===== config.mk =====
export PLATFORM = sky130hd
export DESIGN_NAME = q_accum
export DESIGN_NICKNAME = d
export VERILOG_FILES = /design/src/rtl/q_fixed_pkg.sv /design/src/rtl/q_sat_pack.sv /design/src/rtl/q_accum.sv
export SDC_FILE = /design/constraint.sdc
export NUM_CORES = 1
export LEC_CHECK = 0
export BUFFER_PORTS_ARGS = -buffer_cell sky130_fd_sc_hd__buf_2
export CAP_MARGIN = 20
export CORE_ASPECT_RATIO = 0.5
export CORE_UTILIZATION = 40
export DETAILED_ROUTE_END_ITERATION = 10
export SYNTH_ARGS = -nofsm -noshare
export SYNTH_HDL_FRONTEND = slang
export SYNTH_SLANG_ARGS = --single-unit

===== constraint.sdc =====
create_clock -name clk -period 7 [get_ports clk]
set_input_delay 0.35 -clock clk [delete_from_list [all_inputs] [get_ports clk]]
set_output_delay 0.35 -clock clk [all_outputs]
set_load 0.05 [all_outputs]

===== src/rtl/q_fixed_pkg.sv =====
// Shared Q-format helpers: accumulator state encoding, sign-magnitude <-> two's-complement
// conversion on a fixed working width, and width helpers for downstream stages.
package q_fixed_pkg;

    // Working width of the conversion helpers; callers extend into and slice out of it.
    localparam int unsigned MaxW = 64;

    typedef enum logic [1:0] {
        StIdle,
        StAccum,
        StOutput
    } state_e;

    function automatic int unsigned clog2(input int unsigned v);
        int unsigned r;
        r = 0;
        while ((64'd1 << r) < 64'(v)) begin
            r++;
        end
        return r;
    endfunction

    function automatic int unsigned acc_width(input int unsigned n, input int unsigned len);
        return n + clog2(len);
    endfunction

    // Sign-magnitude word of width n (zero-extended into sm) to MaxW-bit two's complement.
    // Negative zero comes out as zero.
    function automatic logic [MaxW-1:0] sm_to_tc(input logic [MaxW-1:0] sm,
                                                 input int unsigned n);
        logic [MaxW-1:0] mask;
        logic [MaxW-1:0] mag;
        logic            sign;
        mask = {MaxW{1'b1}} >> (MaxW - n + 1);
        mag  = sm & mask;
        sign = |(sm & (64'd1 << (n - 1)));
        return sign ? (~mag + 64'd1) : mag;
    endfunction

    // MaxW-bit two's complement to sign-magnitude: bit MaxW-1 is the sign, the rest the
    // magnitude. Input must be sign-extended from at most MaxW-1 bits so the magnitude fits.
    function automatic logic [MaxW-1:0] tc_to_sm(input logic [MaxW-1:0] tc);
        logic [MaxW-2:0] mag;
        mag = tc[MaxW-1] ? (~tc[MaxW-2:0] + 63'd1) : tc[MaxW-2:0];
        return {tc[MaxW-1], mag};
    endfunction

endpackage


===== src/rtl/q_sat_pack.sv =====
// Packs a wide two's-complement sum into an N-bit sign-magnitude word plus overflow flag.
// Define Q_ACCUM_SAT_EN for full-scale saturation on overflow; otherwise the magnitude wraps.
module q_sat_pack
    import q_fixed_pkg::*;
#(
    parameter int unsigned N = 32,
    parameter int unsigned W = 35
) (
    input  logic [W-1:0] sum,
    output logic [N-1:0] sm,
    output logic         ovf
);

    logic [MaxW-1:0] sum_ext;
    logic [MaxW-1:0] sm_wide;
    logic            sign;

    assign sum_ext = {{(MaxW - W){sum[W-1]}}, sum};
    assign sm_wide = tc_to_sm(sum_ext);
    assign sign    = sm_wide[MaxW-1];
    // Any magnitude bit at or above N-1 means |sum| > 2^(N-1)-1.
    assign ovf     = |sm_wide[MaxW-2:N-1];

`ifdef Q_ACCUM_SAT_EN
    assign sm = ovf ? {sign, {(N - 1){1'b1}}} : {sign, sm_wide[N-2:0]};
`else
    assign sm = {sign, sm_wide[N-2:0]};
`endif

endmodule


===== src/rtl/q_accum.sv =====
// Frame accumulator: sums LEN sign-magnitude Q(Q,N) products into one sign-magnitude result.
// Overflow handling of the packed result depends on Q_ACCUM_SAT_EN (see q_sat_pack).
module q_accum
    import q_fixed_pkg::*;
#(
    parameter int unsigned Q   = 23,
    parameter int unsigned N   = 32,
    parameter int unsigned LEN = 8
) (
    input  logic         clk,
    input  logic         rst_n,
    input  logic         clr,
    input  logic [N-1:0] in_data,
    input  logic         in_valid,
    output logic         in_ready,
    output logic [N-1:0] out_data,
    output logic         out_ovf,
    output logic         out_valid,
    input  logic         out_ready
);

    localparam int unsigned W    = acc_width(N, LEN);
    localparam int unsigned CntW = clog2(LEN + 1);

    if (Q >= N) begin : g_bad_q
        $error("q_accum: Q must be smaller than N");
    end
    if (LEN < 2 || LEN > 256) begin : g_bad_len
        $error("q_accum: LEN must be in 2..256");
    end
    if (W >= MaxW) begin : g_bad_w
        $error("q_accum: accumulator width exceeds conversion width");
    end

    state_e          state_q;
    logic [W-1:0]    acc_q;
    logic [W-1:0]    acc_d;
    logic [CntW-1:0] cnt_q;
    logic [N-1:0]    out_data_q;
    logic            out_ovf_q;
    logic [N-1:0]    pack_sm;
    logic            pack_ovf;
    logic [MaxW-1:0] sample_tc;
    logic            accept;
    logic            last;

    assign in_ready  = (state_q == StIdle) || (state_q == StAccum);
    assign out_valid = (state_q == StOutput);
    assign out_data  = out_data_q;
    assign out_ovf   = out_ovf_q;

    // clr wins over a same-edge sample.
    assign accept    = in_valid && in_ready && !clr;
    assign last      = (cnt_q == CntW'(LEN - 1));

    assign sample_tc = sm_to_tc({{(MaxW - N){1'b0}}, in_data}, N);
    assign acc_d     = acc_q + sample_tc[W-1:0];

    // A product magnitude is below 2^(N-1), so the bits above the accumulator are pure sign.
    always_comb begin : p_sample_ext
        assert ((sample_tc[MaxW-1:W-1] == '0) || (&sample_tc[MaxW-1:W-1]));
    end

    q_sat_pack #(
        .N(N),
        .W(W)
    ) u_pack (
        .sum(acc_d),
        .sm (pack_sm),
        .ovf(pack_ovf)
    );

    always_ff @(posedge clk or negedge rst_n) begin
        if (!rst_n) begin
            state_q    <= StIdle;
            acc_q      <= '0;
            cnt_q      <= '0;
            out_data_q <= '0;
            out_ovf_q  <= 1'b0;
        end else if (clr) begin
            state_q <= StIdle;
            acc_q   <= '0;
            cnt_q   <= '0;
        end else begin
            case (state_q)
                StIdle, StAccum: begin
                    if (accept) begin
                        acc_q <= acc_d;
                        cnt_q <= cnt_q + 1'b1;
                        if (last) begin
                            state_q    <= StOutput;
                            out_data_q <= pack_sm;
                            out_ovf_q  <= pack_ovf;
                        end else begin
                            state_q <= StAccum;
                        end
                    end
                end
                StOutput: begin
                    if (out_ready) begin
                        state_q <= StIdle;
                        acc_q   <= '0;
                        cnt_q   <= '0;
                    end
                end
                default: state_q <= StIdle;
            endcase
        end
    end

endmodule


-- Yosys cells after proc, flatten, opt, wreduce, memory -nomap -nowiden
Cells that the tools add are included.
- register bits after elaboration: 74
- input bits: 37
- logic and storage cells: 43
- output and inout bits: 35
- bitwise operators: 3
- equal/unequal tests: 5
- reduce and logical (&&, ||, !) cells: 11
- add/sub/neg operators: 4
- mux-type cells: 15
- operators by type and width (operator ; number):
    $mux 35 ; 4
    $pmux 35 s2 ; 1
    $add 63x1->63 const B ; 1
    $mux 63 ; 1
    $not 63->63 ; 1
    $add 35x1->35 const B ; 1
    $add 35x35->35 ; 1
    $not 31->35 ; 1
    $reduce_or 32->1 ; 1
    $mux 4 ; 3
    $mux 2 ; 4
    $pmux 4 s2 ; 1
    $add 4x1->4 const B ; 1
    $eq 4x3->1 const B ; 1
    $pmux 2 s2 ; 1
    $reduce_and 4->1 ; 1
    $ne 3x2->1 const B ; 1
    $ne 3x3->1 const B ; 1
    $reduce_and 3->1 ; 1
    $reduce_bool 3->1 ; 1
    $eq 2x1->1 const B ; 1
    $eq 2x2->1 const B ; 1
    $logic_and 1x1->1 ; 2
    $logic_not 2->1 ; 1
    other kinds (5) ; 5

-- Logic depth before layout (Yosys ltp)
Gate-level depths: netlist (run 1).
- word-level depth: 8
- gate-level depth with buffers: 20
- depth with buffers taken out: 19

-- Cells and area by module
A second synthesis (run 1) with hierarchy kept.
- cells, all modules: 688
- area, all modules: 6232.2 um^2
- modules (own cells, without submodules) (module ; cells an instance ; sequential area each (um^2) ; area an instance (um^2) ; times used):
    q_accum ; 586 ; 1851.8 ; 5454.0 ; 1
    q_sat_pack ; 102 ; 0.0 ; 778.2 ; 1

-- Least setup slack after synthesis (run 1)
OpenSTA, ideal clock, no wires.
- path type: input to register
- start: input in_data[4]
- end: register out_ovf_q, in the netlist out_ovf
- path slack: 1.778 ns
- buffers on the path: 0
- arrival: 5.140 ns
- required time: 6.918 ns
- stages on the path: 17
- library setup time: 0.082 ns
- cell sequence: or4_1 -> nand2b_1 -> nor4_1 -> nand3_1 -> or2_2 -> or4_1 -> o21ai_1 -> xnor2_1 -> ha_1 -> and3_1 -> nand4_1 -> a311oi_1 -> nor3_1 -> or3b_2 -> o41a_1 -> or3_1 -> a31oi_1
- longest elaborated chain between the ends: 8
- ends and longest elaborated chain (what ; line ; RTL):
    from (decl) ; q_accum.sv:13 ; input logic [N-1:0] in_data,
    $not 31->35 ; q_fixed_pkg.sv:37 ; return sign ? (~mag + 64'd1) : mag;
    $add 35x1->35 ; q_fixed_pkg.sv:37 ;
    $mux 35 (*) ; q_fixed_pkg.sv:37 ;
    $add 35x35->35 (*) ; q_accum.sv:57 ; assign acc_d = acc_q + sample_tc[W-1:0];
    $not 63->63 ; q_fixed_pkg.sv:44 ; mag = tc[MaxW-1] ? (~tc[MaxW-2:0] + 63'd1) : tc[MaxW-2:0];
    $add 63x1->63 ; q_fixed_pkg.sv:44 ;
    $mux 63 (*) ; q_fixed_pkg.sv:44 ;
    $reduce_or 32->1 (*) ; q_sat_pack.sv:22 ; assign ovf = |sm_wide[MaxW-2:N-1];
    to (signal assigned) ; q_accum.sv:93 ; out_ovf_q <= pack_ovf;
    to (decl) ; q_accum.sv:40 ; logic out_ovf_q;
Mark *: on every way between the ends. The rest lies on a longest branch, timed or not.
A chain may end at the register's enable or synchronous reset.

-- Worst setup path in the final report (run 1)
Ends and elaborated chain as after synthesis.

==> impl_metrics.csv, run 1 <==
group,metric,value,unit
outcome,status,"finished clean",
final_layout,area_delta_synth_final,13.4,%
setup_path,crit_path_end_kind,"register",
setup_path,slowest_stage,"or4_1",
global_routing,met3_usage,6.85,%
setup_path,cp.arrival,5930,ps
yosys,yosys.area.top_type_share,28.0,%
timing,finalWorstSetupSlack,1330,ps
final_layout,drive_gt1_share,12.8,%
timing,relSlewSlack,25.6,%
run,maxCapViolCount,0,
timing,finalHoldViolations,0,
timing,fin_skew,10.1,ps
clock_tree,clkTransAtPathRegs,70,ps
setup_path,worst-setup-path-type,"input pin to register",
timing,finalMaxSlewViolations,0,
clock_tree,cts_resized,0,
yosys,synth_area_leader_cell,"dfrtp_1",
global_routing,grt_pass1_wl,34400,µm
setup_path,cp_data_required_time,7260,ps
setup_path,worstPathCellList,"buf_2, or4_1, nand2b_1, nor4_1, nand3_1, or2_2, or4_1, o21ai_1, xnor2_1, ha_1, a21o_1, o21bai_1, or3_1, o21ai_1, a21oi_1, xnor2_1, nand4b_1, o41a_1, or3_1, a31oi_1",
place,dp_cells,1095,
global_routing,grt_max_degree,75,
global_routing,use_met2,32.3,%
yosys,synthCells,829,
yosys,yosysMostFrequentCell,"nand2_1",
clock_tree,cts_sinks,74,
place,io_buffers,71,
clock_tree,cts_setup_buffers,0,
yosys,yosysSeqAreaShare,28.0,%
power_and_ir_drop,powerDensity,305,nW/µm²
detailed_routing,ant_nets,0,
yosys,syn_area_per_cell,7.99,µm²
detailed_routing,wl_per_cell,19.6,µm
clock_tree,cts_root_buffer,"clkbuf_16",
timing,setup-tns-final,0,ps
clock_tree,cts_hold_buf,0,
timing,finalCritPeriodShare,81.0,%
place,pre_cts_ws,1090,ps
global_routing,antenna_found_initial,0,
place,dp_hpwl,17300,µm
detailed_routing,drt_first_pass_iters,6,
clock_tree,clock_latency,340,ps
setup_path,cpLargestDelayFamily,"simple AND/OR/NAND/NOR gates",
floorplanning,fp-row-count,32,
timing,tightest_slew,1110,ps
global_routing,grt.total_usage,26.4,%
yosys,ys_top_cells_by_area,"dfrtp_1, ha_1, nand2_1, xnor2_1, o21ai_0",
detailed_routing,via_count,6583,
floorplanning,start_util,42.0,%
min_path,hold_path.class,"input pin to asynchronous set/reset pin",
global_routing,overflow,0,
yosys,synth_common_cells,"nand2_1, dfrtp_1, o21ai_0",
detailed_routing,viasPerCell,5.93,
timing,setup_violations,0,
power_and_ir_drop,total_power,0.00229,W
timing,fmaxAchievable,176,MHz
setup_path,critPathMaxFanout,8,
timing,rsz0062_at_grt,"false",
setup_path,slowest_delay,600,ps
setup_path,reg2reg_slack,2700,ps
setup_path,worst_setup_path_start_kind,"input pin",
final_layout,instances_no_fill,1111,
clock_tree,htreeDepth,3,
global_routing,grt-busiest-layer,"met1",
yosys,netlist_area,6620,µm²
floorplanning,dieWidth,184,µm
timing,holdWs,158,ps
floorplanning,core,15800,µm²
floorplanning,die_y,93.0,µm
global_routing,use_met1,44.3,%
detailed_routing,route.detailed.drc,0,
final_layout,nNetsFinal,960,
yosys,ys_ff_latch,74,
power_and_ir_drop,leakagePower,3.24,nW
yosys,synth_edf_count,0,
floorplanning,io-pin-count,72,
detailed_routing,drt-total-wl,21800,µm
yosys,synth_ff_type,"dfrtp_1",
clock_tree,cts_tree,"yes",
yosys,yosysWarnings,0,
yosys,netlist-cell-type-count,71,
detailed_routing,initialDrtViolationCount,500,
final_layout,antenna-diode-count,0,
floorplanning,dieArea,17100,µm²
clock_tree,clk_path_buf_depth,2,
power_and_ir_drop,peakVddDrop,0.126,mV
setup_path,crit_buf_inv,1,
yosys,async_reset_ff_share,100,%
clock_tree,numCtsBuffers,9,
timing,fin_crit,5670,ps
yosys,syn_nets,904,
global_routing,grt_pass1_vias,5970,
place,globalplace.congestion,0.927,
-- area by class of cell --
class	instances	area, µm²
Fill cell	1588	8260
Multi-Input combinational cell	706	4600
Sequential cell	74	1850
Timing Repair Buffer	78	410
Tap cell	221	277
Clock buffer	10	239
Clock inverter	6	72.6
Inverter	16	60.1
-- final timing paths --
path | start | endpoint | cells after the start
worst min register to register | out_data[4]$_DFFE_PN0P_ | out_data[4]$_DFFE_PN0P_ | 2
worst max-delay path | in_data[4] | out_ovf$_DFFE_PN0P_ | 20
worst min-delay path | rst_n | acc_q[18]$_DFFE_PN0P_ | 1
max in group asynchronous | rst_n | cnt_q[0]$_DFFE_PN0P_ | 1
min in group clk | out_ready | state_q[1]$_DFFE_PN0P_ | 2
worst max register to register | acc_q[0]$_DFFE_PN0P_ | out_ovf$_DFFE_PN0P_ | 13
-- registers in the layout (all words and copies together) (netlist names) --
signal,flops
state_q,2
out_data,32
cnt_q,4
out_ovf,1
acc_q,35
-- worst register-to-register path, cell delays in order (launching register included) --
cell and delay (ps):
dfrtp_1 370, ha_1 200, inv_1 70, fa_1 400, nor2b_1 230, o2111ai_1 250, a2111oi_0 630, nor2_1 150
a21o_1 210, xor2_1 490, nand4b_1 300, o41a_1 430, or3_1 370, a31oi_1 130
-- logic make-up (layout without fill, tap and decap cells) --
kind of cell	count (synthesis)	in the layout	synth area share [%]
buffers and inverters	49	110	2.85
muxes	4	4	0.642
DFF	74	74	28.0
AOI/OAI and AO/OA	295	295	30.1
xor gates and xnor gates	75	75	9.92
and+or+nand+nor	294	294	21.2
adders and majority gates	38	38	7.29
-- layer usage --
metal	wire, µm	vias up
met5	0	-
met4	59	0
met3	2390	4
met2	7380	290
met1	11900	3076
li1	-	3213
-- cells in the final DEF (no fill, tap or decap), drive strengths merged, types with 17 or more instances in the layout --
cell type | Yosys | layout
nand2 | 116 | 116
o21ai | 105 | 105
buf | 5 | 78
dfrtp | 74 | 74
nor2 | 58 | 58
xnor2 | 49 | 49
a21oi | 41 | 41
ha | 37 | 37
xor2 | 26 | 26
a22o | 26 | 26
or3 | 19 | 19
inv | 16 | 18
a21o | 17 | 17
and2 | 17 | 17
-- stage by stage --
| stage | utilization, % | instance area (µm²) |
|---|---|---|
| after CTS | 47.6 | 7510 |
| after global placement | 45.7 | 7200 |
| final | 47.6 | 7510 |
| after floorplan | - | 6620 |
| after global routing | 47.6 | 7510 |
| after detailed placement | 45.7 | 7200 |
-- report_power, final --
group / internal (W) / switching, W
sequential: 0.000470 / 0.0000350
clock: 0.000290 / 0.000207
combinational: 0.000445 / 0.000848
total: 0.00120 / 0.00109
Power figures use the tool's default switching activity.
==> inputs of run 2 (changes only) <==
ABC_AREA = 1   (was not set)
clock period = 5.1 ns   (was 7 ns; I/O delays follow)
==> impl_metrics.csv, run 2 <==
group,metric,value,unit
outcome,status,"complete, but fails checks",
outcome,violations,"DRC",
detailed_routing,ant_nets,0,
setup_path,reg2reg_slack,1810,ps
timing,setup-tns-final,0,ps
place,globalplace.congestion,0.929,
timing,finalHoldViolations,0,
setup_path,slowest_delay,330,ps
setup_path,cpLargestDelayFamily,"simple AND/OR/NAND/NOR gates",
min_path,hold_path_depth,4,
min_path,hold_path.class,"input pin to register",
setup_path,crit_path_end_kind,"register",
place,dpl_cell_area,7910,µm²
setup_path,worst_setup_path_start_kind,"input pin",
timing,fin_crit,4390,ps
yosys,syn_area_per_cell,6.26,µm²
power_and_ir_drop,leakagePower,4.51,nW
setup_path,critPathMaxFanout,23,
global_routing,overflow,0,
timing,tightest_slew,775,ps
yosys,synth_common_cells,"nand2_1, inv_1, nor2_1",
detailed_routing,via_count,7530,
setup_path,cpMostUsedCell,"nand2_1",
global_routing,grt-busiest-layer,"met1",
yosys,yosysWarnings,0,
yosys,yosysMostFrequentCell,"nand2_1",
global_routing,use_met2,32.6,%
final_layout,final_area,8250,µm²
detailed_routing,initialDrtViolationCount,562,
final_layout,drive_gt1_share,13.4,%
final_layout,multi_input_area,4720,µm²
global_routing,grt.total_usage,26.0,%
place,pre_cts_ws,421,ps
yosys,ys_ff_latch,74,
detailed_routing,drt-total-wl,23500,µm
final_layout,nNetsFinal,1313,
timing,finalWorstSetupSlack,708,ps
timing,setup_violations,0,
floorplanning,io-pin-count,72,
floorplanning,start_util,41.5,%
detailed_routing,viasPerCell,5.10,
yosys,synthCells,1169,
setup_path,crit_buf_inv,3,
final_layout,final_cell_mix,"nand2_1, inv_1, nor2_1, dfrtp_1, buf_2",
timing,fin_skew,5.46,ps
yosys,synth_ff_type,"dfrtp_1",
final_layout,largest_reg_flops,35,
floorplanning,die_y,97.6,µm
final_layout,antenna-diode-count,0,
floorplanning,fp-row-count,34,
yosys,yosys.area.top_type_share,25.3,%
global_routing,antenna_found_initial,0,
clock_tree,cts_root_buffer,"clkbuf_16",
floorplanning,dieArea,18900,µm²
final_layout,regArea,1850,µm²
yosys,async_reset_ff_share,100,%
global_routing,grt_pass1_vias,6933,
detailed_routing,wl_per_cell,15.9,µm
power_and_ir_drop,powerDensity,367,nW/µm²
clock_tree,htreeDepth,3,
timing,rsz0062_at_grt,"false",
yosys,syn_nets,1244,
clock_tree,numCtsBuffers,9,
detailed_routing,drt_first_pass_iters,9,
place,io_buffers,71,
timing,finalCritPeriodShare,86.1,%
place,dp_cells,1459,
yosys,synth_edf_count,0,
setup_path,cp_data_required_time,5330,ps
global_routing,grt_pass1_wl,38200,µm
place,dp_hpwl,19300,µm
power_and_ir_drop,peakVddDrop,0.169,mV
setup_path,r2r_cells,18,
final_layout,instances_no_fill,1477,
floorplanning,core,17600,µm²
yosys,yosysSeqAreaShare,25.3,%
yosys,synth_area_leader_cell,"dfrtp_1",
yosys,netlist-cell-type-count,48,
final_layout,layout_commonest_cell,"nand2_1",
clock_tree,clk_path_buf_depth,2,
detailed_routing,route.detailed.drc,8,
global_routing,grt_max_degree,59,
floorplanning,dieWidth,193,µm
setup_path,slowest_stage,"ha_1",
run,maxCapViolCount,0,
yosys,netlist_area,7320,µm²
clock_tree,cts_tree,"yes",
final_layout,area_delta_synth_final,12.8,%
setup_path,cp.depth,27,
global_routing,use_met1,44.3,%
setup_path,worst-setup-path-type,"input pin to register",
global_routing,met3_usage,4.72,%
timing,relSlewSlack,48.3,%
clock_tree,clkTransAtPathRegs,70,ps
clock_tree,cts_sinks,74,
final_layout,regMostFlops,"acc_q",
final_layout,num-fill-cells,1908,
yosys,ys_top_cells_by_area,"dfrtp_1, nand2_1, inv_1, ha_1, nor2_1",
setup_path,cp.arrival,4630,ps
timing,fmaxAchievable,228,MHz
clock_tree,clock_latency,340,ps
timing,finalMaxSlewViolations,0,
[run 2: changes by cell type in the layout (fill, tap and decap cells not counted), sizes merged, moves of 35 or more]
cell | previous run | this run
nand2 | 116 | 413
nand3 | 13 | 71
xnor2 | 49 | 14
nor2 | 58 | 125
inv | 18 | 175
[run 2: cell families (layout without fill, tap and decap cells)]
family                   Yosys count  in the layout  share of synthesized area (%)
buffers and inverters            193            267                           10.2
AND/OR/NAND/NOR                  667            667                           40.5
adder cells (fa/ha/maj)           38             38                           6.60
flip-flops                        74             74                           25.3
XOR/XNOR                          56             56                           6.70
AO/OA/AOI/OAI                    141            141                           10.6
[run 2: stage by stage]
stage	util [%]	hold WS [ps]	total power (W)
floorplan	-	-40.6	0.00187
global placement	44.9	150	0.00230
detailed placement	44.9	151	0.00231
CTS	46.7	200	0.00301
global route	46.8	222	0.00327
finish	46.8	213	0.00302
[run 2: path summary, 6_finish.rpt]
kind                                          from                        to
setup / recovery                        in_data[2]  out_data[29]$_DFFE_PN0P_
setup reg to reg              acc_q[0]$_DFFE_PN0P_  out_data[29]$_DFFE_PN0P_
min in group asynchronous                    rst_n     acc_q[10]$_DFFE_PN0P_
max in group asynchronous                    rst_n  out_data[19]$_DFFE_PN0P_
hold reg to reg            out_data[6]$_DFFE_PN0P_   out_data[6]$_DFFE_PN0P_
hold / removal                           out_ready    state_q[1]$_DFFE_PN0P_
[run 2: tightest hold or removal path: cells and delay by family]
family                 cells  cell delay (ps)
buffers and inverters      2              150
AND/OR/NAND/NOR            2              110
[run 2: what timing repair did]
item	in CTS	in global routing
buffers inserted	0	0
hold buffers	1	0
endpoints found under the hold margin	16	0
resized for setup	0	0
[run 2: report_power, final]
group          internal, W  switching (W)  total (W)
Clock             0.000389       0.000299   0.000687
Combinational     0.000473        0.00115    0.00162
Sequential        0.000655      0.0000587   0.000713
Total              0.00152        0.00151    0.00302
[run 2: area by class of cell]
| cell class | count | share of cell area [%] |
|---|---|---|
| clock buffer | 9 | 2.73 |
| clock inverter | 7 | 1.00 |
| inverter | 174 | 7.95 |
| multi-input combinational | 902 | 57.2 |
| sequential | 74 | 22.4 |
| tap | 234 | 3.55 |
| timing repair buffer | 77 | 5.16 |
[run 2: metal layers]
metal	routed length, µm	up-vias	part of all wire [%]
met5	0	-	0
met4	158	0	0.67
met3	1960	13	8.3
met2	8020	274	34
met1	13400	3391	57
li1	-	3852	-
